`src/rtl/rv32_pkg.sv`:
```
// Shared RV32I core definitions: reset values, fetch FSM states and base opcodes
// used by the fetch unit, decoder and immediate generator.
package rv32_pkg;

  // Canonical NOP (addi x0, x0, 0) loaded into IR after reset or a fetch error
  localparam logic [31:0] NOP_INSTR = 32'h0000_0013;

  // Default architectural PC after reset
  localparam logic [31:0] RESET_PC  = 32'h0000_0000;

  // Fetch stage controller states
  typedef enum logic [1:0] {
    ST_IDLE = 2'd0,
    ST_REQ  = 2'd1,
    ST_ERR  = 2'd2
  } fetch_state_t;

  // RV32I base opcodes (instruction[6:0])
  localparam logic [6:0] OPC_LUI    = 7'b0110111;
  localparam logic [6:0] OPC_AUIPC  = 7'b0010111;
  localparam logic [6:0] OPC_JAL    = 7'b1101111;
  localparam logic [6:0] OPC_JALR   = 7'b1100111;
  localparam logic [6:0] OPC_BRANCH = 7'b1100011;
  localparam logic [6:0] OPC_LOAD   = 7'b0000011;
  localparam logic [6:0] OPC_STORE  = 7'b0100011;
  localparam logic [6:0] OPC_OP_IMM = 7'b0010011;
  localparam logic [6:0] OPC_OP     = 7'b0110011;
  localparam logic [6:0] OPC_SYSTEM = 7'b1110011;

  // True when a fetch address is not word aligned
  function automatic logic addr_misaligned(input logic [31:0] addr);
    return (addr[1:0] != 2'b00);
  endfunction

endpackage

```
`src/rtl/fetch_timeout_ctr.sv`:
```
// Memory request watchdog: counts cycles spent waiting for imem_ack and flags
// the last permitted cycle.
module fetch_timeout_ctr #(
  parameter int unsigned TIMEOUT = 16
) (
  input  logic clk,
  input  logic rst,
  input  logic clr_i,
  input  logic en_i,
  output logic expire_o
);

  localparam int unsigned CW = (TIMEOUT > 2) ? $clog2(TIMEOUT) : 1;
  localparam logic [CW-1:0] LAST = CW'(TIMEOUT - 1);

  logic [CW-1:0] count_q;

  // Cycle counter: restart on a new request, advance while waiting
  always_ff @(posedge clk or posedge rst) begin
    if (rst) begin
      count_q <= '0;
    end else if (clr_i) begin
      count_q <= '0;
    end else if (en_i) begin
      count_q <= count_q + {{(CW-1){1'b0}}, 1'b1};
    end
  end

  assign expire_o = (count_q == LAST);

endmodule

```
`src/rtl/instr_fetch_unit.sv`:
```
// Fetch stage of the RV32I multi-cycle core: issues one instruction memory
// read per controller request, loads IR, advances or redirects the PC and
// reports misaligned-PC and memory-timeout errors.
module instr_fetch_unit
  import rv32_pkg::*;
#(
  parameter logic [31:0] RESET_PC  = rv32_pkg::RESET_PC,
  parameter logic [31:0] NOP_INSTR = rv32_pkg::NOP_INSTR,
  parameter int unsigned TIMEOUT   = 16
) (
  input  logic        clk,
  input  logic        rst,
  input  logic        fetch_go,
  input  logic        pc_load,
  input  logic [31:0] pc_target,
  output logic        imem_req,
  output logic [31:0] imem_addr,
  input  logic        imem_ack,
  input  logic [31:0] imem_rdata,
  output logic [31:0] instruction,
  output logic [31:0] pc,
  output logic [31:0] instr_pc,
  output logic        instr_valid,
  output logic        busy,
  output logic        fetch_err
);

  fetch_state_t state_q;
  logic         imem_req_q;
  logic [31:0]  imem_addr_q;
  logic [31:0]  ir_q;
  logic [31:0]  pc_q;
  logic [31:0]  instr_pc_q;
  logic         instr_valid_q;
  logic         fetch_err_q;
  logic         pend_q;
  logic [31:0]  pend_tgt_q;

  logic [31:0]  fetch_addr_d;
  logic         redir_d;
  logic [31:0]  redir_tgt_d;
  logic [31:0]  seq_pc_d;
  logic         tmr_clr_d;
  logic         tmr_en_d;
  logic         tmr_expire_s;

  // Fetch address, effective redirect and watchdog controls
  always_comb begin
    fetch_addr_d = pc_load ? pc_target : pc_q;
    redir_d      = pend_q | pc_load;
    redir_tgt_d  = pc_load ? pc_target : pend_tgt_q;
    seq_pc_d     = imem_addr_q + 32'd4;
    tmr_clr_d    = 1'b0;
    tmr_en_d     = 1'b0;
    if (state_q == ST_REQ) begin
      tmr_en_d = ~imem_ack;
    end else begin
      tmr_clr_d = fetch_go & ~addr_misaligned(fetch_addr_d);
    end
  end

  fetch_timeout_ctr #(
    .TIMEOUT (TIMEOUT)
  ) u_timeout (
    .clk      (clk),
    .rst      (rst),
    .clr_i    (tmr_clr_d),
    .en_i     (tmr_en_d),
    .expire_o (tmr_expire_s)
  );

  // Fetch FSM with PC, IR, redirect latch and registered status outputs
  always_ff @(posedge clk or posedge rst) begin
    if (rst) begin
      state_q       <= ST_IDLE;
      imem_req_q    <= 1'b0;
      imem_addr_q   <= RESET_PC;
      ir_q          <= NOP_INSTR;
      pc_q          <= RESET_PC;
      instr_pc_q    <= RESET_PC;
      instr_valid_q <= 1'b0;
      fetch_err_q   <= 1'b0;
      pend_q        <= 1'b0;
      pend_tgt_q    <= 32'h0000_0000;
    end else begin
      instr_valid_q <= 1'b0;
      case (state_q)
        ST_IDLE, ST_ERR: begin
          if (fetch_go) begin
            pc_q <= fetch_addr_d;
            if (addr_misaligned(fetch_addr_d)) begin
              fetch_err_q <= 1'b1;
              ir_q        <= NOP_INSTR;
              state_q     <= ST_ERR;
            end else begin
              fetch_err_q <= 1'b0;
              imem_addr_q <= fetch_addr_d;
              imem_req_q  <= 1'b1;
              state_q     <= ST_REQ;
            end
          end else if (pc_load) begin
            pc_q <= pc_target;
          end
        end
        ST_REQ: begin
          if (imem_ack) begin
            ir_q          <= imem_rdata;
            instr_pc_q    <= imem_addr_q;
            imem_req_q    <= 1'b0;
            pc_q          <= redir_d ? redir_tgt_d : seq_pc_d;
            pend_q        <= 1'b0;
            instr_valid_q <= 1'b1;
            state_q       <= ST_IDLE;
          end else if (tmr_expire_s) begin
            imem_req_q  <= 1'b0;
            ir_q        <= NOP_INSTR;
            fetch_err_q <= 1'b1;
            if (redir_d) begin
              pc_q <= redir_tgt_d;
            end
            pend_q      <= 1'b0;
            state_q     <= ST_ERR;
          end else if (pc_load) begin
            // Last redirect seen during the request wins
            pend_q     <= 1'b1;
            pend_tgt_q <= pc_target;
          end
        end
        default: begin
          imem_req_q <= 1'b0;
          pend_q     <= 1'b0;
          state_q    <= ST_IDLE;
        end
      endcase
    end
  end

  assign imem_req    = imem_req_q;
  assign imem_addr   = imem_addr_q;
  assign instruction = ir_q;
  assign pc          = pc_q;
  assign instr_pc    = instr_pc_q;
  assign instr_valid = instr_valid_q;
  assign busy        = (state_q == ST_REQ);
  assign fetch_err   = fetch_err_q;

endmodule
```
`config.mk`:
```
export PLATFORM = sky130hd
export DESIGN_NAME = instr_fetch_unit
export DESIGN_NICKNAME = d
export VERILOG_FILES = /design/src/rtl/rv32_pkg.sv /design/src/rtl/fetch_timeout_ctr.sv /design/src/rtl/instr_fetch_unit.sv
export SDC_FILE = /design/constraint.sdc
export NUM_CORES = 1
export LEC_CHECK = 0
export CAP_MARGIN = 20
export CORE_ASPECT_RATIO = 0.5
export CORE_MARGIN = 3
export CORE_UTILIZATION = 49
export CTS_CLUSTER_DIAMETER = 30
export DETAILED_ROUTE_END_ITERATION = 16
export PLACE_DENSITY = 0.8
export REMOVE_ABC_BUFFERS = 1
export SYNTH_ARGS = -nofsm -noshare
export SYNTH_HDL_FRONTEND = slang
export SYNTH_SLANG_ARGS = --single-unit
export TNS_END_PERCENT = 20
```
`constraint.sdc`:
```
create_clock -name clk -period 7.96 [get_ports clk]
set_input_delay 1.592 -clock clk [delete_from_list [all_inputs] [get_ports clk]]
set_output_delay 1.592 -clock clk [all_outputs]
set_load 0.1 [all_outputs]
```
==> results.ini <==
[clock_tree]
cts-resized-gates=0
cts_buffers=17
h-tree-depth=4
clk_pin_slew_worst_paths_ns=0.06
postCtsHoldBufs=0
cts_sinks=170
clkLatencyLatePin_ns=0.43
cts_root_buf=clkbuf_16
cts_buffer_depth=2
cts_tree=done
cts_setup_buffers=0

[worst_setup_path]
worst-path-max-fanout=23
crit_type=flop to output pin
crit_required_ns=6.37
critical_path_arrival_ns=3.36
end_kind=output pin
critical_path.startpoint_type=flop

[synthesis]
syn-instance-count=768
yosysMostFrequentCell=dfrtp_1
synth_common_cells=167 x dfrtp_1, 147 x nand2_1, 45 x o21ai_0
ys_async_sr_fraction_pct=100
ys_warn_count=0
postSynthAreaPerCell_um2=10.3
synthTopCellsByArea=dfrtp_1 53%, nand2_1 7.0%, mux2_2 4.4%, mux2i_1 3.8%, a22o_1 3.3%
synth_top_area_share_pct=52.7
synth-edff-count=0
synth.distinct_cells=67
yosysSeqAreaShare_pct=53.7
yosys.area.top_type=dfrtp_1
synth-seq-cells=170
synth_ff_type=dfrtp_1
synth_area_um2=7930

[route]
drt.antenna.violating_nets=0
vias=6843
drt_iter0_markers=598
wire_per_inst_um=20.0
first_pass_iters=5
route.detailed.drc=0
wl_um=23400
via_per_inst=5.87

[cells_and_area]
drive_gt1_share_pct=10.1
n_fill_cell=1170
area.growth.synth_to_final_pct=34.5
finalNonFillerCells=1166
layout.nets=1020
diodes=0

[sta]
finalHoldViolations=0
fin_crit_sh_pct=62.3
finalCriticalPeriod_ns=4.96
setup_viol=0
worstMarginPinSlew_ns=1.16
finalSetupTns_ns=0
rsz0062_at_grt=false
finalMaxSlewViolations=0
max_slew_margin_pct=22.5
max_freq_ghz=0.202
skew_ns=0.0112

[floorplan]
fp.dieArea_um2=17800
core_um2=15600
num_rows=32
die_y_um=96.0
start_util_pct=50.8
die_w_um=186
ios=201

[power]
power_density_nw_per_um2=442
p_sw_share_pct=52.6
p_sw_uw=2480
pwr-share-clk_pct=18.6
vdd_drop_max_mv=0.296
internal_power_uw=2240
combPwrFrac_pct=51.1
power_frac_seq_pct=30.3
p_leak_uw=0.00475

[run]
maxCapViolations=0

[placement]
dp.cells=1132
hpwl_um=15500
routabilityCongestion=0.849
io_buffers=200

[status]
status=completed

[grt]
grt_pass1_wl_um=36300
grt_pass1_vias=6760
grt_max_degree=82
gr-total-overflow=0
antenna_found_initial=0
grt_use_total_pct=26.1

[worst_hold_path]
hold_class=flop to flop

power groups by stage:
stage | clock, uW | combinational, uW | sequential, uW
2_1_floorplan | 0 | 424 | 2760
3_3_place_gp | 0 | 2370 | 1430
3_5_place_dp | 0 | 2400 | 1440
4_1_cts | 888 | 2410 | 1420
5_1_grt | 926 | 2510 | 1470
6_report | 878 | 2410 | 1430
path summary, 6_finish.rpt:
check	slack (ns)	endpoint	depth (start not counted)	start
worst max register to register	4.81	instruction[28]	7	state_q[0]
min in group asynchronous	1.66	instruction[12]	2	rst
worst min register to register	0.46	instruction[1]	2	instruction[1]
max in group asynchronous	5.15	u_timeout.count_q[2]	3	rst
worst max-delay path	3.00	busy	3	state_q[0]
worst min-delay path	0.46	instruction[1]	2	instruction[1]
through the flow:
| stage | power (uW) | utilization, % | hold WS, ns | area (um^2) | setup slack (ns) |
|---|---|---|---|---|---|
| floorplan | 3190 | - | 0.442 | 7670 | 1.77 |
| global placement | 3790 | 63.9 | 0.447 | 9980 | 3.68 |
| detailed placement | 3840 | 64.1 | 0.451 | 10000 | 3.57 |
| CTS | 4720 | 68.1 | 0.460 | 10600 | 3.09 |
| global route | 4900 | 68.3 | 0.479 | 10700 | 2.89 |
| finish | 4720 | 68.3 | 0.458 | 10700 | 3.00 |
sequential cells by signal (all words and copies together), names as in the netlist:
signal,count
pend_tgt_q,32
imem_req,1
imem_addr,32
instr_valid,1
fetch_err,1
instruction,32
state_q,2
pend_q,1
u_timeout.count_q,4
instr_pc,32
pc,32
cell usage in the layout (no fill, tap or decap), drive strengths merged, types with 4 or more instances in the layout:
| master | count |
|---|---|
| xor2 | 17 |
| o22ai | 9 |
| clkdlybuf4s50 | 199 |
| a22o | 30 |
| a21o | 5 |
| o21ai | 60 |
| nor2b | 4 |
| a211oi | 9 |
| nor2 | 34 |
| nand4 | 11 |
| dfrtp | 167 |
| buf | 12 |
| and4 | 5 |
| clkinv | 4 |
| nand3 | 17 |
| nor3 | 8 |
| a22oi | 18 |
| o211ai | 4 |
| mux2i | 30 |
| inv | 21 |
| or3 | 6 |
| o221ai | 4 |
| clkbuf | 18 |
| mux2 | 31 |
| a21oi | 31 |
| xnor2 | 5 |
| and2 | 7 |
| and3 | 6 |
| nand2 | 148 |
final cells by class:
cell class	count	area, um^2	area share, %
inverter	15	61.3	0.575
clock inverter	14	181	1.70
tap	204	255	2.39
multi-input combinational	534	3360	31.5
sequential	170	4260	39.9
clock buffer	18	439	4.12
timing repair buffer	211	2110	19.8
routing by layer:
layer | GRT usage [%] | wire [um]
met4 | 8.11 | 329
met3 | 5.02 | 2010
met5 | 0 | 0
met2 | 42.5 | 10800
met1 | 36.0 | 10200
cells by family after synthesis:
| family | count (synthesis) | share of synthesized area [%] |
|---|---|---|
| XOR/XNOR | 22 | 2.43 |
| multiplexers | 61 | 8.19 |
| AND/OR/NAND/NOR | 254 | 14.8 |
| AO/OA/AOI/OAI | 195 | 16.6 |
| adder cells (fa/ha/maj) | 2 | 0.315 |
| buffers and inverters | 64 | 3.98 |
| flip-flops | 170 | 53.7 |
worst max-delay path, cell delays in order (launching register included):
cell and delay [ns]:
dfrtp_1 0.89, nand2b_1 0.49, inv_2 0.36, clkdlybuf4s50_1 1.19
No activity file was read; power rests on OpenSTA's default activity.
